[src/rtl/pc_fetch_if.sv]
// Fetch-stage bundle: next-PC mux link, instruction-memory handshake and decode-side FIFO head.
// master = pc_fetch itself, slave = the surrounding pipeline/memory.
interface pc_fetch_if;
  logic        i_pc_sel;
  logic [31:0] i_pc_next;
  logic [31:0] o_pc;
  logic [31:0] o_pc_four;
  logic        o_imem_valid;
  logic        i_imem_ready;
  logic [31:0] o_imem_addr;
  logic        i_imem_rvalid;
  logic [31:0] i_imem_rdata;
  logic        o_instr_valid;
  logic        i_instr_ready;
  logic [31:0] o_instr;
  logic [31:0] o_instr_pc;
  logic        o_misalign;

  modport master (
    input  i_pc_sel, i_pc_next, i_imem_ready, i_imem_rvalid, i_imem_rdata, i_instr_ready,
    output o_pc, o_pc_four, o_imem_valid, o_imem_addr, o_instr_valid, o_instr, o_instr_pc,
           o_misalign
  );

  modport slave (
    output i_pc_sel, i_pc_next, i_imem_ready, i_imem_rvalid, i_imem_rdata, i_instr_ready,
    input  o_pc, o_pc_four, o_imem_valid, o_imem_addr, o_instr_valid, o_instr, o_instr_pc,
           o_misalign
  );
endinterface

[src/rtl/pc_fetch.sv]
// Fetch PC register, single-outstanding imem request FSM and {pc, instr} FIFO toward decode.
// Optional build macro FETCH_MISALIGN_CHK_EN: word-align redirect targets and flag misaligned ones.
module pc_fetch #(
  parameter logic [31:0] RESET_PC  = 32'h0000_0000,
  parameter int          BUF_DEPTH = 2
) (
  input logic       i_clk,
  input logic       i_reset,
  pc_fetch_if.master bus
);
  localparam int PTR_W = $clog2(BUF_DEPTH);
  localparam int CNT_W = PTR_W + 1;

  typedef enum logic [1:0] {S_IDLE, S_REQ, S_WAIT} state_e;

  state_e             state_q, state_d;
  logic               kill_q, kill_d;
  logic               misalign_q, misalign_d;
  logic [31:0]        pc_q, pc_d;
  logic [PTR_W-1:0]   wr_ptr_q, wr_ptr_d;
  logic [PTR_W-1:0]   rd_ptr_q, rd_ptr_d;
  logic [CNT_W-1:0]   count_q, count_d;
  logic [31:0]        buf_pc_q    [BUF_DEPTH];
  logic [31:0]        buf_instr_q [BUF_DEPTH];

  logic        imem_valid, hs, push, pop, flush;
  logic [31:0] redirect_pc;

  // Only one request may be in flight, so nothing is outstanding while in S_REQ.
  assign imem_valid = (state_q == S_REQ) && (count_q < CNT_W'(BUF_DEPTH));
  assign hs         = imem_valid && bus.i_imem_ready;

  always_comb begin
`ifdef FETCH_MISALIGN_CHK_EN
    redirect_pc = {bus.i_pc_next[31:2], 2'b00};
    misalign_d  = bus.i_pc_sel && (bus.i_pc_next[1:0] != 2'b00);
`else
    redirect_pc = bus.i_pc_next;
    misalign_d  = 1'b0;
`endif
  end

  // NOTE: every signal assigned here gets a default first, so no path leaves it unassigned and no latch is inferred.
  always_comb begin
    state_d = state_q;
    kill_d  = kill_q;
    pc_d    = pc_q;
    push    = 1'b0;
    flush   = 1'b0;

    unique case (state_q)
      S_IDLE: state_d = S_REQ;
      S_REQ:  if (hs) state_d = S_WAIT;
      S_WAIT: begin
        if (bus.i_imem_rvalid) begin
          state_d = S_REQ;
          kill_d  = 1'b0;
          if (!kill_q && !bus.i_pc_sel) begin
            push = 1'b1;
            pc_d = bus.i_pc_next;
          end
        end
      end
      default: state_d = S_IDLE;
    endcase

    // A redirect overrides everything; a response still to come for the old path must be killed.
    if (bus.i_pc_sel) begin
      pc_d  = redirect_pc;
      flush = 1'b1;
      if ((state_q == S_WAIT && !bus.i_imem_rvalid) || (state_q == S_REQ && hs))
        kill_d = 1'b1;
      else if (state_q == S_REQ)
        state_d = S_IDLE;
    end
  end

  assign pop = (count_q != '0) && bus.i_instr_ready && !flush;

  always_comb begin
    wr_ptr_d = wr_ptr_q + PTR_W'(push);
    rd_ptr_d = rd_ptr_q + PTR_W'(pop);
    count_d  = count_q + CNT_W'(push) - CNT_W'(pop);
    if (flush) begin
      wr_ptr_d = '0;
      rd_ptr_d = '0;
      count_d  = '0;
    end
  end

  // NOTE: sequential state uses non-blocking assignment so every flop samples pre-edge values.
  always_ff @(posedge i_clk or posedge i_reset) begin
    if (i_reset) begin
      state_q    <= S_IDLE;
      kill_q     <= 1'b0;
      misalign_q <= 1'b0;
      pc_q       <= RESET_PC;
      wr_ptr_q   <= '0;
      rd_ptr_q   <= '0;
      count_q    <= '0;
    end else begin
      state_q    <= state_d;
      kill_q     <= kill_d;
      misalign_q <= misalign_d;
      pc_q       <= pc_d;
      wr_ptr_q   <= wr_ptr_d;
      rd_ptr_q   <= rd_ptr_d;
      count_q    <= count_d;
    end
  end

  // NOTE: FIFO storage is deliberately not reset; count_q gates every read of it.
  always_ff @(posedge i_clk) begin
    if (push) begin
      buf_pc_q[wr_ptr_q]    <= pc_q;
      buf_instr_q[wr_ptr_q] <= bus.i_imem_rdata;
    end
  end

  assign bus.o_pc          = pc_q;
  assign bus.o_pc_four     = pc_q + 32'd4;
  assign bus.o_imem_valid  = imem_valid;
  assign bus.o_imem_addr   = pc_q;
  assign bus.o_instr_valid = (count_q != '0);
  assign bus.o_instr       = (count_q != '0) ? buf_instr_q[rd_ptr_q] : 32'd0;
  assign bus.o_instr_pc    = (count_q != '0) ? buf_pc_q[rd_ptr_q]    : 32'd0;
  assign bus.o_misalign    = misalign_q;
endmodule

[src/flat_wrapper.sv]
// flat-port wrapper written by rule: the top's interface ports become plain ports
module pc_fetch_flat 
#(
  parameter logic [31:0] RESET_PC  = 32'h0000_0000,
  parameter int          BUF_DEPTH = 2
)
  (i_clk, i_reset, bus_i_pc_sel, bus_i_pc_next, bus_i_imem_ready, bus_i_imem_rvalid, bus_i_imem_rdata, bus_i_instr_ready, bus_o_pc, bus_o_pc_four, bus_o_imem_valid, bus_o_imem_addr, bus_o_instr_valid, bus_o_instr, bus_o_instr_pc, bus_o_misalign);
  pc_fetch_if bus_i ();
  input logic i_clk;
  input logic i_reset;
  input wire logic [$bits(bus_i.i_pc_sel)-1:0] bus_i_pc_sel;
  input wire logic [$bits(bus_i.i_pc_next)-1:0] bus_i_pc_next;
  input wire logic [$bits(bus_i.i_imem_ready)-1:0] bus_i_imem_ready;
  input wire logic [$bits(bus_i.i_imem_rvalid)-1:0] bus_i_imem_rvalid;
  input wire logic [$bits(bus_i.i_imem_rdata)-1:0] bus_i_imem_rdata;
  input wire logic [$bits(bus_i.i_instr_ready)-1:0] bus_i_instr_ready;
  output wire logic [$bits(bus_i.o_pc)-1:0] bus_o_pc;
  output wire logic [$bits(bus_i.o_pc_four)-1:0] bus_o_pc_four;
  output wire logic [$bits(bus_i.o_imem_valid)-1:0] bus_o_imem_valid;
  output wire logic [$bits(bus_i.o_imem_addr)-1:0] bus_o_imem_addr;
  output wire logic [$bits(bus_i.o_instr_valid)-1:0] bus_o_instr_valid;
  output wire logic [$bits(bus_i.o_instr)-1:0] bus_o_instr;
  output wire logic [$bits(bus_i.o_instr_pc)-1:0] bus_o_instr_pc;
  output wire logic [$bits(bus_i.o_misalign)-1:0] bus_o_misalign;
  assign bus_i.i_pc_sel = bus_i_pc_sel;
  assign bus_i.i_pc_next = bus_i_pc_next;
  assign bus_i.i_imem_ready = bus_i_imem_ready;
  assign bus_i.i_imem_rvalid = bus_i_imem_rvalid;
  assign bus_i.i_imem_rdata = bus_i_imem_rdata;
  assign bus_i.i_instr_ready = bus_i_instr_ready;
  assign bus_o_pc = bus_i.o_pc;
  assign bus_o_pc_four = bus_i.o_pc_four;
  assign bus_o_imem_valid = bus_i.o_imem_valid;
  assign bus_o_imem_addr = bus_i.o_imem_addr;
  assign bus_o_instr_valid = bus_i.o_instr_valid;
  assign bus_o_instr = bus_i.o_instr;
  assign bus_o_instr_pc = bus_i.o_instr_pc;
  assign bus_o_misalign = bus_i.o_misalign;
  pc_fetch #(.RESET_PC(RESET_PC), .BUF_DEPTH(BUF_DEPTH)) u_core (.i_clk(i_clk), .i_reset(i_reset), .bus(bus_i));
endmodule
[config.mk]
export PLATFORM = sky130hd
export DESIGN_NAME = pc_fetch_flat
export DESIGN_NICKNAME = d
export VERILOG_FILES = /design/src/rtl/pc_fetch_if.sv /design/src/rtl/pc_fetch.sv /design/src/flat_wrapper.sv
export SDC_FILE = /design/constraint.sdc
export NUM_CORES = 1
export LEC_CHECK = 0
export ABC_AREA = 1
export CORE_MARGIN = 2
export CORE_UTILIZATION = 40
export DETAILED_ROUTE_END_ITERATION = 12
export PLACE_DENSITY = 0.74
export SLEW_MARGIN = 20
export SYNTH_ARGS = -nofsm -noshare
export SYNTH_HDL_FRONTEND = slang
export SYNTH_SLANG_ARGS = --single-unit
export TNS_END_PERCENT = 50
[constraint.sdc]
create_clock -name i_clk -period 4.45 [get_ports i_clk]
set_clock_uncertainty 0.1 [all_clocks]
set_input_delay 0.89 -clock i_clk [delete_from_list [all_inputs] [get_ports i_clk]]
set_output_delay 0.89 -clock i_clk [all_outputs]
set_load 0.03 [all_outputs]
## Word-level counts from Yosys, hierarchy flattened

Memory sizes are Yosys's and may differ from the RTL's.
Index checks and enable logic that the tools add are counted.

- $add $sub $neg: 5
- Multiply operators: 0
- Divide/modulo/power cells: 0
- Magnitude comparators: 1
- Equality and inequality tests: 2
- Shift-type cells: 0
- Muxes and demuxes: 25
- Bitwise gates (word level): 0
- Reductions and logical operators: 18

Operators by type and width:

| cell | number |
|---|---|
| 2-to-1 mux 32 bit | 6 |
| adder 32 x 3 -> 32 bit (second input constant) | 1 |
| 2-to-1 mux 1 bit | 12 |
| 2-to-1 mux 2 bit | 6 |
| nonzero test 2 bit | 4 |
| logical AND 1 bit | 7 |
| case mux 2 bit (3 select lines) | 1 |
| logical NOT 1 bit | 4 |
| AND reduction 3 bit | 1 |
| adder 1 bit | 2 |
| adder 2 x 1 -> 2 bit | 1 |
| == test 2 x 1 -> 1 bit (second input constant) | 1 |
| == test 2 bit (second input constant) | 1 |
| logical NOT 2 bit | 1 |
| < comparator 2 bit (second input constant) | 1 |
| subtractor 2 x 1 -> 2 bit | 1 |
| logical OR 1 bit | 1 |

- Register bits after elaboration: 39
- Bits in latches: 0
- Memory bits (writable): 128
- Bits in read-only memories: 0
- Bits of input ports: 70
- Output and inout port bits: 163
- Word-level logic and storage cells: 59
- Memories: 2

Memory list:

| memory | words | bits a word | rd ports | clocked after Yosys merged registers in | write ports | RTL line | RTL |
|---|---|---|---|---|---|---|---|
| u_core.buf_instr_q | 2 | 32 | 1 | 0 | 1 | pc_fetch.sv:24 | `logic [31:0] buf_instr_q [BUF_DEPTH];` |
| u_core.buf_pc_q | 2 | 32 | 1 | 0 | 1 | pc_fetch.sv:23 | `logic [31:0] buf_pc_q [BUF_DEPTH];` |

## Logic depth before layout (Yosys ltp)

Gate-level depths: netlist of run 1.

- Depth after elaboration: 8
- Mapped depth: 8
- Depth with buffers taken out: 8

## Worst setup path after synthesis of run 1

OpenSTA, ideal clock, no wires.

- Path type: input -> register
- Start point: input bus_i_imem_rvalid
- End point: memory u_core.buf_instr_q[1][0], enable pin
- Setup time: 0.429 ns
- Arrival: 2.963 ns
- Data required time: 3.921 ns
- Slack: 0.958 ns
- Stages: 4
- Path buffers: 1
- Path through: nand3b_2 buf_2 nor2_1 ha_1

- Cells in the longest elaborated chain, start to end: 4

RTL lines:

| what | RTL line | RTL |
|---|---|---|
| start, declared | flat_wrapper.sv:14 | `input wire logic [$bits(bus_i.i_imem_rvalid)-1:0] bus_i_imem_rvalid;` |
| 2-to-1 mux 1 bit | pc_fetch.sv:55 | `if (bus.i_imem_rvalid) begin` |
| 2-to-1 mux 1 bit | pc_fetch.sv:51 | `unique case (state_q)` |
| 2-to-1 mux 1 bit | pc_fetch.sv:114 | `if (push) begin` |
| 2-to-1 mux 1 bit (implied by the code) | pc_fetch.sv:116 | `buf_instr_q[wr_ptr_q] <= bus.i_imem_rdata;` |
| end, declared | pc_fetch.sv:24 |  |

Every way passes these cells.

## Worst setup path after layout of run 1

- Start point: register u_core.pc_q[3] (netlist: u_core.bus.o_imem_addr[3])
- End point: output bus_o_pc_four[22]

- Cells in the longest elaborated chain, start to end: 1

RTL lines:

| what | RTL line | RTL |
|---|---|---|
| start, declared | pc_fetch.sv:19 | `logic [31:0] pc_q, pc_d;` |
| start signal, assigned | pc_fetch.sv:105 | `pc_q <= pc_d;` |
| adder 32 x 3 -> 32 bit | pc_fetch.sv:121 | `assign bus.o_pc_four = pc_q + 32'd4;` |
| end, declared | flat_wrapper.sv:18 | `output wire logic [$bits(bus_i.o_pc_four)-1:0] bus_o_pc_four;` |

Every way passes these cells.

==> results.cfg, run 1 <==
[outcome]
outcome = complete, no violations

[power_and_ir_drop]
combPwrFrac = 0.229
p_switching_mw = 1.304
power_mw = 4.227
pwr-share-seq = 0.444
switching_share = 0.3084
power_density_nw_per_um2 = 408.1
peakVddDrop_mv = 0.2632
p_int_mw = 2.924
clock_power_share = 0.327
p_leak_nw = 3.960

[clocking]
h-tree-depth = 4
ctsRootBufferMaster = clkbuf_16
post_cts_buffers = 0
cts_made_buffers = 17
post_cts_resized = 0
clk_latency_ns = 0.42
clk_pin_slew_ns = 0.07
holdBufCountCts = 0
clock_sinks = 167
clockBufferDepth = 2
cts_tree = done

[synthesis]
ys.flop_type = edfxtp_1
synthArstFlopShare = 0.2335
avgSynthCellArea_sq_um = 10.20
synth_top_area_frac = 0.5121
syn_inst = 736
yosysWarnings = 0
synthTopCellsByArea = edfxtp_1 51%, nand2_1 13%, dfrtp_1 13%
synth_cell_types = 23
syn-cell-area_sq_um = 7506
synth.most_common_cell = nand2_1
syn_nets = 811
yosys-top-cells-count = 263 x nand2_1, 128 x edfxtp_1, 65 x a21oi_1
ys_seq_area_frac = 0.6421
synth_top_area_cell = edfxtp_1
ys_ff_latch = 167
synth-edff-count = 128

[finish]
postLayoutCellArea_sq_um = 10360
n_antenna_cell = 0
fill_cells = 1608
layout.nets = 1005
layout-drive-gt1-share = 0.06045
area_growth_pct = 38.02
fin_util = 0.5576

[route]
drtPass1Iterations = 5
drc_errors = 0
drtAntennaViolNets = 0
drt_wl_total_mm = 19.65
drt-vias-per-instance = 4.827
num_vias = 5681
drtIter0Drc = 285
wl_per_cell_um = 16.69

[worst_setup_path]
cp.arrival_ns = 2.64
startpoint = u_core.bus.o_imem_addr[3]$_DFFE_PP0P_
path_cells = ha_1, inv_1, nor2_1, nand2_2, nor2_4, nand3_1, nand2_1, clkdlybuf4s50_1
r2r_start = u_core.state_q[1]$_DFF_PP0_
end_kind = output pin
crit_path_max_fanout = 8
crit_slowest_cell = clkdlybuf4s50_1
path_class = flip-flop to output pin
slowest_delay_ns = 0.68
required_ns = 3.46
worstSetupStartpointType = flip-flop

[die]
initial_core_util = 0.4040
num_rows = 50
die_area_sq_um = 19880
core-area_sq_um = 18580
die_w_um = 141.0
pin_count = 233
die_y_um = 141.0

[sta]
slew_headroom = 0.5276
slew_violations = 0
fin_tns_setup_ns = 0
grt_setup_unrepaired = false
min_period_ns = 3.626
whs_ns = 0.3792
setup_viol = 0
hold_violations = 0
period_share = 0.8148
max_freq_mhz = 275.8
worst_pin_slew_ns = 0.7086

[placement]
place_area_sq_um = 9807
dp_hpwl_mm = 13.46
io_buffers = 231
gp_congestion = 0.8748

[grt]
grt_pass1_wl_mm = 29.80
grt_pass1_vias = 5392
met1_usage = 0.2543
antenna_found_initial = 0
use_met2 = 0.3299
grt_start_max_net_pins = 66
track_usage = 0.1966
met3_usage = 0.04857
grt.overflow.total = 0
grt_busiest_layer = met2

[flow_run]
maxCapViolations = 0

[hold_path]
min-delay-start = u_core.kill_q$_DFF_PP0_
hold_path_class = flip-flop to flip-flop
[metrics by stage]
stage / std cells / setup WS (ns)
floorplan: 736 / 0.9582
detailed placement: 1145 / 0.8807
global route: 1177 / 0.6714
finish: 1177 / 0.8241
CTS: 1177 / 0.8045
global placement: 1145 / 0.9429
[sequential cells by signal, indices dropped and copies added (netlist names)]
signal and count:
u_core.wr_ptr_q 1, u_core.buf_instr_q 64, u_core.state_q 2, u_core.bus.o_imem_addr 32, u_core.rd_ptr_q 1, u_core.kill_q 1
u_core.buf_pc_q 64, u_core.count_q 2
[critical path: cells and delay by family (launching register included)]
family,cells,cell delay (ns)
and+or+nand+nor,5,0.64
buffers and inverters,2,0.77
adders and majority gates,1,0.28
DFF,1,0.52
[power by group through the flow]
| stage | clock [mW] | sequential [mW] | combinational (mW) |
|---|---|---|---|
| after floorplan | 0 | 1.94 | 0.526 |
| after global placement | 0 | 1.91 | 0.964 |
| after detailed placement | 0 | 1.91 | 0.970 |
| after CTS | 1.41 | 1.88 | 0.976 |
| after global routing | 1.48 | 1.89 | 1.03 |
| final | 1.38 | 1.88 | 0.966 |
[cell usage in the layout (no fill, tap or decap), types with 3 or more instances in the layout]
master           count
nand2_1            263
clkdlybuf4s50_1    231
edfxtp_1           128
a21oi_1             65
inv_1               40
nor2_1              40
dfrtp_1             38
nand3_1             29
o21ai_0             19
clkbuf_16           17
xor2_1              16
nor2_4               7
buf_4                6
nor3_1               5
inv_6                5
nor2_2               3
nand2_4              3
o21ai_1              3
ha_1                 3
[final timing paths]
| path | cells past startpoint | slack (ns) | end |
|---|---|---|---|
| max in group asynchronous | 3 | 3.00 | u_core.rd_ptr_q$_DFF_PP0_ |
| hold / removal | 2 | 0.38 | u_core.kill_q$_DFF_PP0_ |
| min in group asynchronous | 3 | 0.83 | u_core.bus.o_imem_addr[5]$_DFFE_PP0P_ |
| hold reg to reg | 2 | 0.38 | u_core.kill_q$_DFF_PP0_ |
| setup / recovery | 8 | 0.82 | bus_o_pc_four[22] |
| setup reg to reg | 6 | 1.79 | u_core.buf_pc_q[1][23]$_DFFE_PP_ |
[cells by family after synthesis]
logic type	share of synthesized area
and+or+nand+nor	0.1939
buffers and inverters	0.07735
xor gates and xnor gates	0.01984
DFF	0.6421
other	0.0004996
adders and majority gates	0.008335
AOI/OAI and AO/OA	0.05801
[area by class of cell]
cell class | instances | area, sq um | share of cell area
Tap cell | 234 | 292.8 | 0.02826
Timing Repair Buffer | 239 | 2397 | 0.2314
Sequential cell | 167 | 4821 | 0.4653
Clock buffer | 19 | 432.9 | 0.04179
Inverter | 42 | 157.7 | 0.01522
Multi-Input combinational cell | 463 | 2138 | 0.2064
Clock inverter | 13 | 120.1 | 0.01159
[per-layer routing]
metal / share of wire / up-vias
met5: 0 / -
met2: 0.49 / 209
met3: 0.072 / 21
li1: - / 2778
met4: 0.011 / 0
met1: 0.42 / 2673
No activity file was read; power rests on OpenSTA's default activity.
==> run 2: changes to the inputs <==
- clock period: 4.45 -> 3.4 ns (I/O delays scaled with it)
==> run 2 against run 1 <==
  * Clock power is 46% higher
  * Routed wire length increased by 2.7%
  * Final cell count increased by 0.51%
  * Largest power group unchanged
==> results.cfg, run 2 (same netlist as run 1, synthesis figures left out) <==
[outcome]
outcome = complete, no violations

[sta]
slew_headroom = 0.5489
whs_ns = 0.3905
min_period_ns = 3.243
grt_setup_unrepaired = false
setup_viol = 0
period_share = 0.9539
worst_pin_slew_ns = 0.6724
hold_violations = 0
max_freq_mhz = 308.3
fin_tns_setup_ns = 0
slew_violations = 0

[placement]
dp_hpwl_mm = 13.76
io_buffers = 231
gp_congestion = 0.8934
place_area_sq_um = 9907
dp.cells = 1151

[route]
drtPass1Iterations = 4
wl_per_cell_um = 17.06
drtIter0Drc = 388
drt-vias-per-instance = 4.850
drt_wl_total_mm = 20.18
drtAntennaViolNets = 0
num_vias = 5738
drc_errors = 0

[worst_setup_path]
cp.arrival_ns = 2.46
crit_path_max_fanout = 7
slowest_delay_ns = 0.72
r2r_start = u_core.state_q[1]$_DFF_PP0_
r2r_slack_ns = 1.30
worstSetupStartpointType = flip-flop
end_kind = output pin
crit_slowest_cell = clkdlybuf4s50_1
r2r_end = u_core.buf_pc_q[1][11]$_DFFE_PP_
reg2reg_depth = 6
path_cells = nand2_1, nor2_1, nand2_1, nor2_1, xor2_1, clkdlybuf4s50_1
path_class = flip-flop to output pin
required_ns = 2.62

[clocking]
clk_pin_slew_ns = 0.07
clk_latency_ns = 0.42
clockBufferDepth = 2
clock_sinks = 167
cts_made_buffers = 17
ctsRootBufferMaster = clkbuf_16
holdBufCountCts = 0
h-tree-depth = 4
cts_tree = done

[finish]
layout-drive-gt1-share = 0.07798
final_common_cell = nand2_1
multi_input_area_sq_um = 2138
fill_cells = 1555
layout.nets = 1011
stdcell_count = 1183
area_growth_pct = 40.47
postLayoutCellArea_sq_um = 10540
regArea_sq_um = 4822
final_cell_mix = 263 x nand2_1, 218 x clkdlybuf4s50_1, 128 x edfxtp_1
n_antenna_cell = 0

[flow_run]
maxCapViolations = 0

[grt]
grt.overflow.total = 0
antenna_found_initial = 0
grt_start_max_net_pins = 58
track_usage = 0.2054
grt_pass1_wl_mm = 31.15
grt_pass1_vias = 5694

[die]
die_w_um = 141.0
die_y_um = 141.0
initial_core_util = 0.4040
num_rows = 50
die_area_sq_um = 19880
pin_count = 233
core-area_sq_um = 18580

[power_and_ir_drop]
switching_share = 0.3002
p_leak_nw = 4.103
pwr-share-seq = 0.425
p_switching_mw = 1.729
p_int_mw = 4.030
power_density_nw_per_um2 = 546.2
combPwrFrac = 0.225
clock_power_share = 0.350
peakVddDrop_mv = 0.3356

[hold_path]
min-delay-start = u_core.kill_q$_DFF_PP0_
hold_path_class = flip-flop to flip-flop
hold_end = u_core.kill_q$_DFF_PP0_
min_delay_path_depth = 2
-- run 2: cell count changes in the layout (fill, tap and decap cells not counted), moves of 3 or more --
| cell | before | now |
|---|---|---|
| clkdlybuf4s50_1 | 231 | 218 |
| inv_6 | 5 | 2 |
| buf_4 | 6 | 14 |
| buf_12 | 2 | 8 |
| dlymetal6s2s_1 | 0 | 5 |
-- run 2: critical path: cells and delay by family (launching register included) --
kind / cells / cell delay [ns]
buffers and inverters: 1 / 0.72
and+or+nand+nor: 4 / 0.60
xor gates and xnor gates: 1 / 0.23
DFF: 1 / 0.48
-- run 2: how the worst max path moves through the flow --
stage                                                      start                                  to  slack [ns]
after global routing       u_core.bus.o_imem_addr[2]$_DFFE_PP0P_                   bus_o_pc_four[18]      0.0001
after floorplan                                bus_i_imem_rvalid  u_core.buf_instr_q[1][0]$_DFFE_PP_        0.12
final                     u_core.bus.o_imem_addr[10]$_DFFE_PP0P_                   bus_o_pc_four[17]        0.16
after detailed placement  u_core.bus.o_imem_addr[11]$_DFFE_PP0P_                   bus_o_pc_four[12]        0.54
after CTS                 u_core.bus.o_imem_addr[11]$_DFFE_PP0P_                   bus_o_pc_four[12]        0.05
after global placement    u_core.bus.o_imem_addr[11]$_DFFE_PP0P_                   bus_o_pc_four[12]        0.50
-- run 2: repair_timing --
item,CTS,global route
endpoints found under the hold margin,0,0
buffers inserted,0,0
endpoints found under the setup margin,0,8
resized for setup,0,6
-- run 2: per-layer routing --
layer	routed length [um]	vias up	global-route usage
met1	8598	2730	0.2668
met4	235	0	0.06000
met2	9906	201	0.3430
met5	0	-	0
met3	1444	22	0.05163
li1	-	2785	-
-- run 2: cell type report --
| class | count | share of cell area |
|---|---|---|
| inverters | 42 | 0.01495 |
| flip-flops and latches | 167 | 0.4573 |
| well taps | 234 | 0.02777 |
| multi-input cells | 463 | 0.2028 |
| repair buffers | 245 | 0.2380 |
| clock buffers | 20 | 0.04331 |
| clock inverters | 12 | 0.01578 |
-- run 2: stage by stage --
stage          setup WS [ns]  power (mW)    util
2_1_floorplan         0.1182       3.231       -
3_3_place_gp          0.5044       3.782  0.5332
3_5_place_dp          0.5365       3.793  0.5332
4_1_cts              0.04763       5.815  0.5667
5_1_grt            0.0001281       5.978  0.5675
6_report              0.1568       5.759  0.5675
-- run 2: power groups by stage --
stage	registers (mW)	clock network (mW)	logic (mW)
after floorplan	2.54	0	0.689
after global placement	2.48	0	1.30
after detailed placement	2.49	0	1.30
after CTS	2.45	2.06	1.31
after global routing	2.47	2.13	1.38
final	2.45	2.01	1.30
==> run 3: changes to the inputs <==
- GPL_TIMING_DRIVEN: unset -> 0
==> run 3 against run 2 <==
  * Critical path type unchanged
  * Sequential share of layout area is 1.1 points lower
  * Combinational power is 4% higher
  * First-iteration DRC count is 2.8% lower
  * Largest power group unchanged
  * Sequential power hardly changed
  * Sequential cell count stayed put
  * Via count is 4.6% higher
  * Cell area is 2.6% higher
==> results.cfg, run 3 (same netlist as run 1, synthesis figures left out) <==
[finish]
n_antenna_cell = 0
postLayoutCellArea_sq_um = 10810
fin_util = 0.5820
layout.nets = 1063
area_growth_pct = 44.07
final_cell_mix = 263 x nand2_1, 220 x clkdlybuf4s50_1, 128 x edfxtp_1
final_common_cell = nand2_1
stdcell_count = 1234
layout-drive-gt1-share = 0.1170

[clocking]
clock_sinks = 167
cts_made_buffers = 17
holdBufCountCts = 0
clk_latency_ns = 0.41
cts_tree = done
h-tree-depth = 4
clk_pin_slew_ns = 0.06
clockBufferDepth = 2
ctsRootBufferMaster = clkbuf_16

[power_and_ir_drop]
power_mw = 5.747
p_int_mw = 4.041
p_switching_mw = 1.707
combPwrFrac = 0.236
clock_power_share = 0.336
pwr-share-seq = 0.428
power_density_nw_per_um2 = 531.5
peakVddDrop_mv = 0.3352
p_leak_nw = 4.292
switching_share = 0.2970

[route]
drc_errors = 0
wl_per_cell_um = 16.45
num_vias = 6003
drtAntennaViolNets = 0
drt_wl_total_mm = 20.30
drtPass1Iterations = 7
drt-vias-per-instance = 4.865
drtIter0Drc = 377

[worst_setup_path]
slowest_delay_ns = 0.69
required_ns = 2.62
end_kind = output pin
crit_slowest_cell = clkdlybuf4s50_1
path_cells = nand2_1, nor2_1, inv_1, nor2_4, nand3_1, nand2_1, clkdlybuf4s50_1
path_class = flip-flop to output pin
crit_path_max_fanout = 7
worstSetupStartpointType = flip-flop
cp.arrival_ns = 2.47
crit_top_cell = nand2_1

[outcome]
outcome = complete, no violations

[die]
die_y_um = 141.0
pin_count = 233
die_w_um = 141.0
initial_core_util = 0.4040
num_rows = 50
die_area_sq_um = 19880
core-area_sq_um = 18580

[grt]
grt_start_max_net_pins = 49
grt_pass1_wl_mm = 31.38
grt.overflow.total = 0
track_usage = 0.2060
grt_pass1_vias = 5913
antenna_found_initial = 0

[placement]
dp.cells = 1203
gp_congestion = 0.9024
io_buffers = 230
place_area_sq_um = 10200
dp_hpwl_mm = 14.52

[sta]
grt_setup_unrepaired = false
fin_tns_setup_ns = 0
min_period_ns = 3.246
slew_headroom = 0.6480
setup_viol = 0
slew_violations = 0
hold_violations = 0
max_freq_mhz = 308.1
period_share = 0.9547
worst_pin_slew_ns = 0.5280

[flow_run]
maxCapViolations = 0

[hold_path]
hold_path_class = flip-flop to flip-flop
==> run 3: cell types whose count changed in the layout (fill, tap and decap cells not counted), sizes merged <==
cell           delta
buf              +41
clkbuf            +5
dlygate4sd2       +5
clkdlybuf4s50     +2
clkinv            -2
bufinv            -1
clkinvlp          +1
==> run 3: repair_timing <==
item | CTS | global route
setup endpoints to repair | 6 | 10
buffers inserted | 0 | 0
resized for setup | 6 | 10
==> run 3: path summary, 6_finish.rpt <==
check	startpoint	end	slack, ns	cells after the start
worst max-delay path	u_core.bus.o_imem_addr[10]$_DFFE_PP0P_	bus_o_pc_four[21]	0.15	7
worst min-delay path	u_core.kill_q$_DFF_PP0_	u_core.kill_q$_DFF_PP0_	0.39	2
worst max register to register	u_core.state_q[0]$_DFF_PP0_	u_core.buf_instr_q[0][9]$_DFFE_PP_	0.91	6
worst min register to register	u_core.kill_q$_DFF_PP0_	u_core.kill_q$_DFF_PP0_	0.39	2
max in group asynchronous	i_reset	u_core.bus.o_imem_addr[14]$_DFFE_PP0P_	2.26	3
min in group asynchronous	i_reset	u_core.bus.o_imem_addr[5]$_DFFE_PP0P_	0.45	2
==> run 3: routing by layer <==
layer  GRT usage  vias up  part of all wire
li1            -     2911                 -
met1      0.2527     2844              0.41
met2      0.3558      228              0.49
met3     0.06420       20             0.077
met4     0.05211        0             0.015
met5           0        -                 0
==> run 3: area by class of cell <==
class / instances / area [sq um]
fillers: 1574 / 7766
flip-flops and latches: 167 / 4827
repair buffers: 233 / 2384
multi-input cells: 463 / 2131
clock buffers: 21 / 480.5
plain buffers: 64 / 422.9
well taps: 234 / 292.8
inverters: 42 / 157.7
clock inverters: 10 / 118.9
==> run 3: power groups by stage <==
stage | Clock, mW | Combinational [mW] | Sequential [mW]
6_report | 1.93 | 1.35 | 2.46
5_1_grt | 2.04 | 1.44 | 2.48
4_1_cts | 1.97 | 1.37 | 2.46
3_5_place_dp | 0 | 1.37 | 2.50
3_3_place_gp | 0 | 1.35 | 2.50
2_1_floorplan | 0 | 0.689 | 2.54
==> run 3: stage by stage <==
step                setup WS (ns)  hold WS, ns
detailed placement         0.2036       0.3818
CTS                       0.01587       0.3963
finish                     0.1541       0.3890
global placement           -1.468       0.3548
global route              0.01510       0.4142
floorplan                  0.1182       0.3407
==> run 3: worst max-delay path: cells and delay by family, from the launching register on <==
family | cells | cell delay (ns)
DFF | 1 | 0.53
buffers and inverters | 2 | 0.80
and+or+nand+nor | 5 | 0.72
